### src/rtl/p_hit_pkg.sv
// Shared types for the hit-point feeder slice.
// Q16.16 vector components and the ray/triangle record.
package p_hit_pkg;

    localparam int DATA_W = 32;
    localparam int Q_BITS = 16;
    localparam int LANES  = 4;

    typedef logic signed [DATA_W-1:0] comp_t;
    typedef comp_t [2:0] vec3_t;

    typedef struct packed {
        vec3_t normal;
        vec3_t v0;
        vec3_t origin;
        vec3_t dir;
    } hit_rec_t;

endpackage

### src/rtl/p_hit_feeder_lane_issue_tracker.sv
// Per-lane pending mask for one held record.
// Produces lane strobes, the post-write mask and a done pulse.
module lane_issue_tracker
    import p_hit_pkg::*;
#(
    parameter int NUM_LANES = LANES
) (
    input  logic                 clock,
    input  logic                 reset,
    input  logic                 load,
    input  logic [NUM_LANES-1:0] out_full,
    output logic [NUM_LANES-1:0] wr_en,
    output logic [NUM_LANES-1:0] pending,
    output logic [NUM_LANES-1:0] pending_next,
    output logic                 done
);

    logic [NUM_LANES-1:0] pend_q;

    // Pending set: reload on a new record, else drop lanes that wrote.
    always_ff @(posedge clock) begin
        if (reset) begin
            pend_q <= '0;
        end else if (load) begin
            pend_q <= '1;
        end else begin
            pend_q <= pending_next;
        end
    end

    // Strobe only pending lanes that have room; none while in reset.
    always_comb begin
        wr_en        = pend_q & ~out_full & {NUM_LANES{~reset}};
        pending_next = pend_q & ~wr_en;
        done         = ~reset & (|pend_q) & ~(|pending_next);
    end

    assign pending = pend_q;

endmodule

### src/rtl/p_hit_feeder.sv
// Hit-point stage front end: pop one record, fan it out to
// independent write lanes, pop the next once all lanes took it.
module p_hit_feeder
    import p_hit_pkg::*;
#(
    parameter int NUM_LANES = LANES,
    parameter int DATA_W    = 32,
    parameter int CNT_W     = 16
) (
    input  logic                    clock,
    input  logic                    reset,
    input  logic                    in_empty,
    output logic                    in_rd_en,
    input  logic [2:0][DATA_W-1:0]  in_tri_normal,
    input  logic [2:0][DATA_W-1:0]  in_v0,
    input  logic [2:0][DATA_W-1:0]  in_origin,
    input  logic [2:0][DATA_W-1:0]  in_dir,
    output logic [2:0][DATA_W-1:0]  tri_normal_1,
    output logic [2:0][DATA_W-1:0]  tri_normal_2,
    output logic [2:0][DATA_W-1:0]  v0,
    output logic [2:0][DATA_W-1:0]  origin_1,
    output logic [2:0][DATA_W-1:0]  origin_2,
    output logic [2:0][DATA_W-1:0]  dir_1,
    output logic [2:0][DATA_W-1:0]  dir_2,
    output logic [NUM_LANES-1:0]    out_wr_en,
    input  logic [NUM_LANES-1:0]    out_full,
    output logic                    busy,
    output logic [CNT_W-1:0]        issued_count
);

    typedef struct packed {
        logic [2:0][DATA_W-1:0] normal;
        logic [2:0][DATA_W-1:0] vtx;
        logic [2:0][DATA_W-1:0] origin;
        logic [2:0][DATA_W-1:0] dir;
    } rec_t;

    rec_t                 hold_q;
    logic [CNT_W-1:0]     cnt_q;
    logic [NUM_LANES-1:0] pending;
    logic [NUM_LANES-1:0] pending_next;
    logic                 done;
    logic                 pop;

    lane_issue_tracker #(
        .NUM_LANES(NUM_LANES)
    ) u_tracker (
        .clock       (clock),
        .reset       (reset),
        .load        (pop),
        .out_full    (out_full),
        .wr_en       (out_wr_en),
        .pending     (pending),
        .pending_next(pending_next),
        .done        (done)
    );

    // Pop when idle or when the last owed lanes write this cycle.
    always_comb begin
        pop = ~reset & ~in_empty & ~(|pending_next);
    end

    // Holding register: capture the show-ahead head on pop.
    always_ff @(posedge clock) begin
        if (reset) begin
            hold_q <= '0;
        end else if (pop) begin
            hold_q.normal <= in_tri_normal;
            hold_q.vtx    <= in_v0;
            hold_q.origin <= in_origin;
            hold_q.dir    <= in_dir;
        end
    end

    // Count records that finished on every lane; wraps freely.
    always_ff @(posedge clock) begin
        if (reset) begin
            cnt_q <= '0;
        end else if (done) begin
            cnt_q <= cnt_q + CNT_W'(1);
        end
    end

    assign in_rd_en     = pop;
    assign busy         = |pending;
    assign issued_count = cnt_q;

    assign tri_normal_1 = hold_q.normal;
    assign tri_normal_2 = hold_q.normal;
    assign v0           = hold_q.vtx;
    assign origin_1     = hold_q.origin;
    assign origin_2     = hold_q.origin;
    assign dir_1        = hold_q.dir;
    assign dir_2        = hold_q.dir;

endmodule

### config.mk
export PLATFORM = sky130hd
export DESIGN_NAME = p_hit_feeder
export DESIGN_NICKNAME = d
export VERILOG_FILES = /design/src/rtl/p_hit_pkg.sv /design/src/rtl/p_hit_feeder_lane_issue_tracker.sv /design/src/rtl/p_hit_feeder.sv
export SDC_FILE = /design/constraint.sdc
export NUM_CORES = 1
export LEC_CHECK = 0
export BUFFER_PORTS_ARGS = -buffer_cell sky130_fd_sc_hd__buf_2
export CAP_MARGIN = 0
export CORE_AREA = 2 2 422 424
export CTS_CLUSTER_DIAMETER = 100
export DETAILED_ROUTE_END_ITERATION = 8
export DIE_AREA = 0 0 424 426
export SLEW_MARGIN = 40
export SYNTH_ARGS = -nofsm -noshare
export SYNTH_HDL_FRONTEND = slang
export SYNTH_SLANG_ARGS = --single-unit
### constraint.sdc
create_clock -name clock -period 3.6 [get_ports clock]
set_input_delay 0.54 -clock clock [delete_from_list [all_inputs] [get_ports clock]]
set_output_delay 0.54 -clock clock [all_outputs]
set_load 0.05 [all_outputs]
# == Word-level counts from Yosys, hierarchy flattened ==
# Index checks and enable logic that the tools add are counted.
# Widths: inputs -> output; s select.
# classes
add_sub_neg,1
bitwise,12
n_mux,1
reduce_logical,2
# ops
operator,n
$add 16x1->16 const B,1
$and 4x4->4,3
$not 4->4,2
$reduce_or 4->1,2
$and 1x1->1,4
$mux 4,1
$not 1->1,3
# totals
register_bits,404
in_bits,391
elab_cells,30
output_inout_bits,694

# == Depth between registers and ports, before layout ==
# depth
depth_word,9
mapped_depth,7
mapped_depth_nobuf,5

# == Hierarchy ==
# From an unflattened synthesis, not the netlist that was laid out.
# unflattened
hier_cells,2065
area_unflattened_um2,16373.2
# by_module_without_submodules
module,seq_area_each_um2,area_each_um2,cells_per_inst,n_inst
p_hit_feeder,8007.7,16155.5,2041,1
lane_issue_tracker,80.1,217.7,24,1

# == Worst setup path before layout ==
# Ideal clock, no wire load.
# synth_timing
path_kind,input to output
startpoint,input port reset
endpoint,output port out_wr_en[0]
setup_slack_ns,0.774
cell_stages,4
path_buffers,3
t_arrival_ns,2.286
required_ns,3.060
path_cell_list,clkbuf_1 -> clkbuf_1 -> clkbuf_1 -> nor3b_1
# synth_between
elab_chain_cells,2
# synth_rtl
item,line,rtl
from (decl),p_hit_feeder.sv:11,"input logic reset,"
$not 1->1,p_hit_feeder_lane_issue_tracker.sv:33,wr_en = pend_q & ~out_full & {NUM_LANES{~reset}};
$and 4x4->4,p_hit_feeder_lane_issue_tracker.sv:33,
to (decl),p_hit_feeder.sv:25,"output logic [NUM_LANES-1:0] out_wr_en,"
# No other way between the ends.

# == Final worst setup path ==
# layout_timing
startpoint,"register u_tracker.pend_q[0], in the netlist u_tracker.pending[0]"
endpoint,output port in_rd_en
# layout_between
elab_chain_cells,7
# layout_rtl
item,line,rtl
from (decl),p_hit_feeder_lane_issue_tracker.sv:18,logic [NUM_LANES-1:0] pend_q;
from (signal assigned),p_hit_feeder_lane_issue_tracker.sv:27,pend_q <= pending_next;
$and 4x4->4 (2 in a row),p_hit_feeder_lane_issue_tracker.sv:33,
$not 4->4,p_hit_feeder_lane_issue_tracker.sv:34,pending_next = pend_q & ~wr_en;
$and 4x4->4 (*),p_hit_feeder_lane_issue_tracker.sv:34,
$reduce_or 4->1 (*),p_hit_feeder.sv:60,pop = ~reset & ~in_empty & ~(|pending_next);
$not 1->1 (*),p_hit_feeder.sv:60,
$and 1x1->1 (*),p_hit_feeder.sv:60,
to (decl),p_hit_feeder.sv:13,"output logic in_rd_en,"
# Mark *: on every way between the ends. The rest lies on a longest branch, timed or not.

==> summary.md <==
| Metric | Value |
|---|---|
| Final Hold Viols | `0` |
| Post-Syn Nets | `2030` |
| RePlAce Congestion | `0.938` |
| Measured slew at the worst slew-check pin | `slightly below 900 ps` |
| Setup Fix Bufs, Post-CTS | `0` |
| Fmax | `0.309 GHz` |
| TritonCTS clock tree | `yes` |
| Final hold slack | `between 100 and 150 ps` |
| Max Buffers Root-to-Sink | `3` |
| Number of synthesized register bits | `404` |
| Max cap viols | `0` |
| Core area | `0.176 mm²` |
| DRC viols | `0` |
| Full die area | `0.181 mm²` |
| Post-synth cell types | `29` |
| Worst-path clk slew | `60 ps` |
| Worst ir drop on vdd | `0.354 mV` |
| Clock Sinks | `between 400 and 500` |
| Drt wl/cell | `21.6 µm` |
| Vias in the first global route | `13800` |
| PD cells | `579 mW/mm²` |
| Largest net degree at the start of global routing | `149` |
| RSZ-0062 raised after global routing | `false` |
| Placed cell area | `0.0250 mm²` |
| Nets@finish | `roughly 2800` |
| R2r startpoint | `u_tracker.pending[2]` |
| Final antenna-violating net count | `0` |
| Starting DRT DRC Count | `668` |
| Setup violators final | `0` |
| Area growth, synth to finish | `39.8%` |
| Layout cells sized above 1 | `0.642` |
| CP Capture Type | `output port` |
| Pre-Repair DR Iteration Count | `4` |
| Worst Min Path Start | `in_origin[42]` |
| Ys Warns | `0` |
| Setup CP Type | `reg2out` |
| First-pass GRT wire length | `approximately 130000 µm` |
| # hold bufs at CTS | `0` |
| Final wirelength | `104000 µm` |
| Die Y | `roughly 430 µm` |
| Detailed-route via count | `between 10000 and 15000` |
| Initial antenna violation count | `126` |
| Layout Utilization | `0.153` |
| Sequential share of the synthesized area | `0.420` |
| Status | `finished, final reports clean` |
| HP Class | `in2reg` |
| Starting Density | `0.110` |
| PnR worst setup slack | `362 ps` |
| Vias per cell | `roughly 3.1` |
| Crit path arrival time | `2700 ps` |
| Cell row count | `154` |
| Worst-Skew Late Latency | `~630 ps` |
| Part of the cycle the worst path needs | `0.899` |
| Slew HR | `0.418` |
| Most frequent cells in the layout | `1083 x buf_2, 404 x dfxtp_1, 384 x nor2b_1, 300 x mux2_4, 84 x mux2_2` |
| Total GRT Usage | `0.109` |
| Post-route cell area | `0.0269 mm²` |
| CTS HTree Levels | `2` |
| Clock Skews | `13.5 ps` |
| DIE WIDTH | `~420 µm` |
| Synthesized area | `0.0193 mm²` |
| Leakage Power | `13.7 nW` |
| CP max FO | `24` |
| Final Max Tran Viols | `0` |
| Min cycle time layout | `3240 ps` |
| Mapped Cells | `1638` |
| CTS root buffer | `clkbuf_16` |
| Crit path from | `u_tracker.pending[0]` |
| Startpoint Class | `flop` |
| Gr ovfl total | `0` |
| Post-cts resize count | `0` |
| Worst slack, placed | `595 ps` |
| Num ports | `approximately 1100` |
| HPWL after detailed placement | `88800 µm` |
| Worst path required time | `3060 ps` |
| Commonest non-fill, non-tap cell in the layout | `buf_2` |
| Num CTS Buffers | `51` |
| Setup_tns | `0 ps` |
| Synthesized area per cell | `11.8 µm²` |
| Buffers added on ports | `approximately 1100` |
[cell usage after synthesis (all sizes together)]
cell type / instances / area, µm²
a21oi: 11 / 55.1
a221oi: 1 / 26.3
a22oi: 1 / 7.51
and3: 4 / 25.0
and4: 1 / 8.76
buf: 332 / 2590
clkbuf: 47 / 176
dfxtp: 404 / 8090
ha: 1 / 12.5
inv: 3 / 11.3
mux2: 384 / 5450
nand2: 10 / 37.5
nand3: 4 / 20.0
nand3b: 5 / 37.5
nand4: 7 / 43.8
nor2: 6 / 22.5
nor2b: 384 / 2400
nor3b: 4 / 30.0
o21ai: 5 / 25.0
o31ai: 5 / 37.5
o41ai: 2 / 17.5
or2: 1 / 6.26
or3: 4 / 25.0
or4: 6 / 45.0
or4b: 2 / 20.0
xor2: 4 / 35.0
[registers in the layout, indices dropped and copies added (netlist names)]
register and flops:
origin_1 96, dir_1 96, v0 96, u_tracker.pending 4, issued_count 16, tri_normal_1 96
[cell families after synthesis]
| family | Yosys count | share of synthesized area |
|---|---|---|
| adder cells (fa/ha/maj) | 1 | 0.000650 |
| AND/OR/NAND/NOR | 438 | 0.141 |
| XOR/XNOR | 4 | 0.00182 |
| buffers and inverters | 382 | 0.144 |
| AO/OA/AOI/OAI | 25 | 0.00877 |
| flip-flops | 404 | 0.420 |
| multiplexers | 384 | 0.283 |
[worst paths after layout]
| path | to | slack, ps | depth (start not counted) |
|---|---|---|---|
| max | in_rd_en | 360 | 5 |
| min | origin_1[42] | 130 | 2 |
| max reg2reg | dir_1[35] | 1060 | 6 |
| min reg2reg | issued_count[15] | 490 | 2 |
[worst max-delay path, stage by stage, from the launching register on]
cell	delay [ps]
dfxtp_1	360
a221oi_4	440
nand2_1	100
or2_4	460
inv_1	380
buf_2	340
[stage by stage]
step	cells	power, mW
after floorplan	1638	9.27
after global placement	4698	10.2
after detailed placement	4698	10.3
after CTS	4791	15.8
after global routing	4803	16.2
final	4817	15.6
[report_power, final]
part           switching, mW  internal (mW)  total (mW)
Sequential             0.350           4.90        5.25
Clock                   2.15           3.28        5.43
Combinational           3.54           1.38        4.91
Total                   6.03           9.56        15.6
[routing by layer]
metal | wire length [µm] | track usage
met3 | 11600 | 0.0537
met5 | 143 | 0
met1 | 41300 | 0.127
met4 | 3540 | 0.0332
met2 | 47700 | 0.174
[layout make-up]
type / count / area, µm²
multi-input combinational: 852 / 8390
timing repair buffer: 1100 / 5650
inverter: 3 / 11.3
clock inverter: 23 / 263
clock buffer: 70 / 1510
tap: 2340 / 2930
sequential: 404 / 8090
antenna: 25 / 62.6
fill: 19700 / 149000
Note: power is estimated with default switching activity, not from simulation.
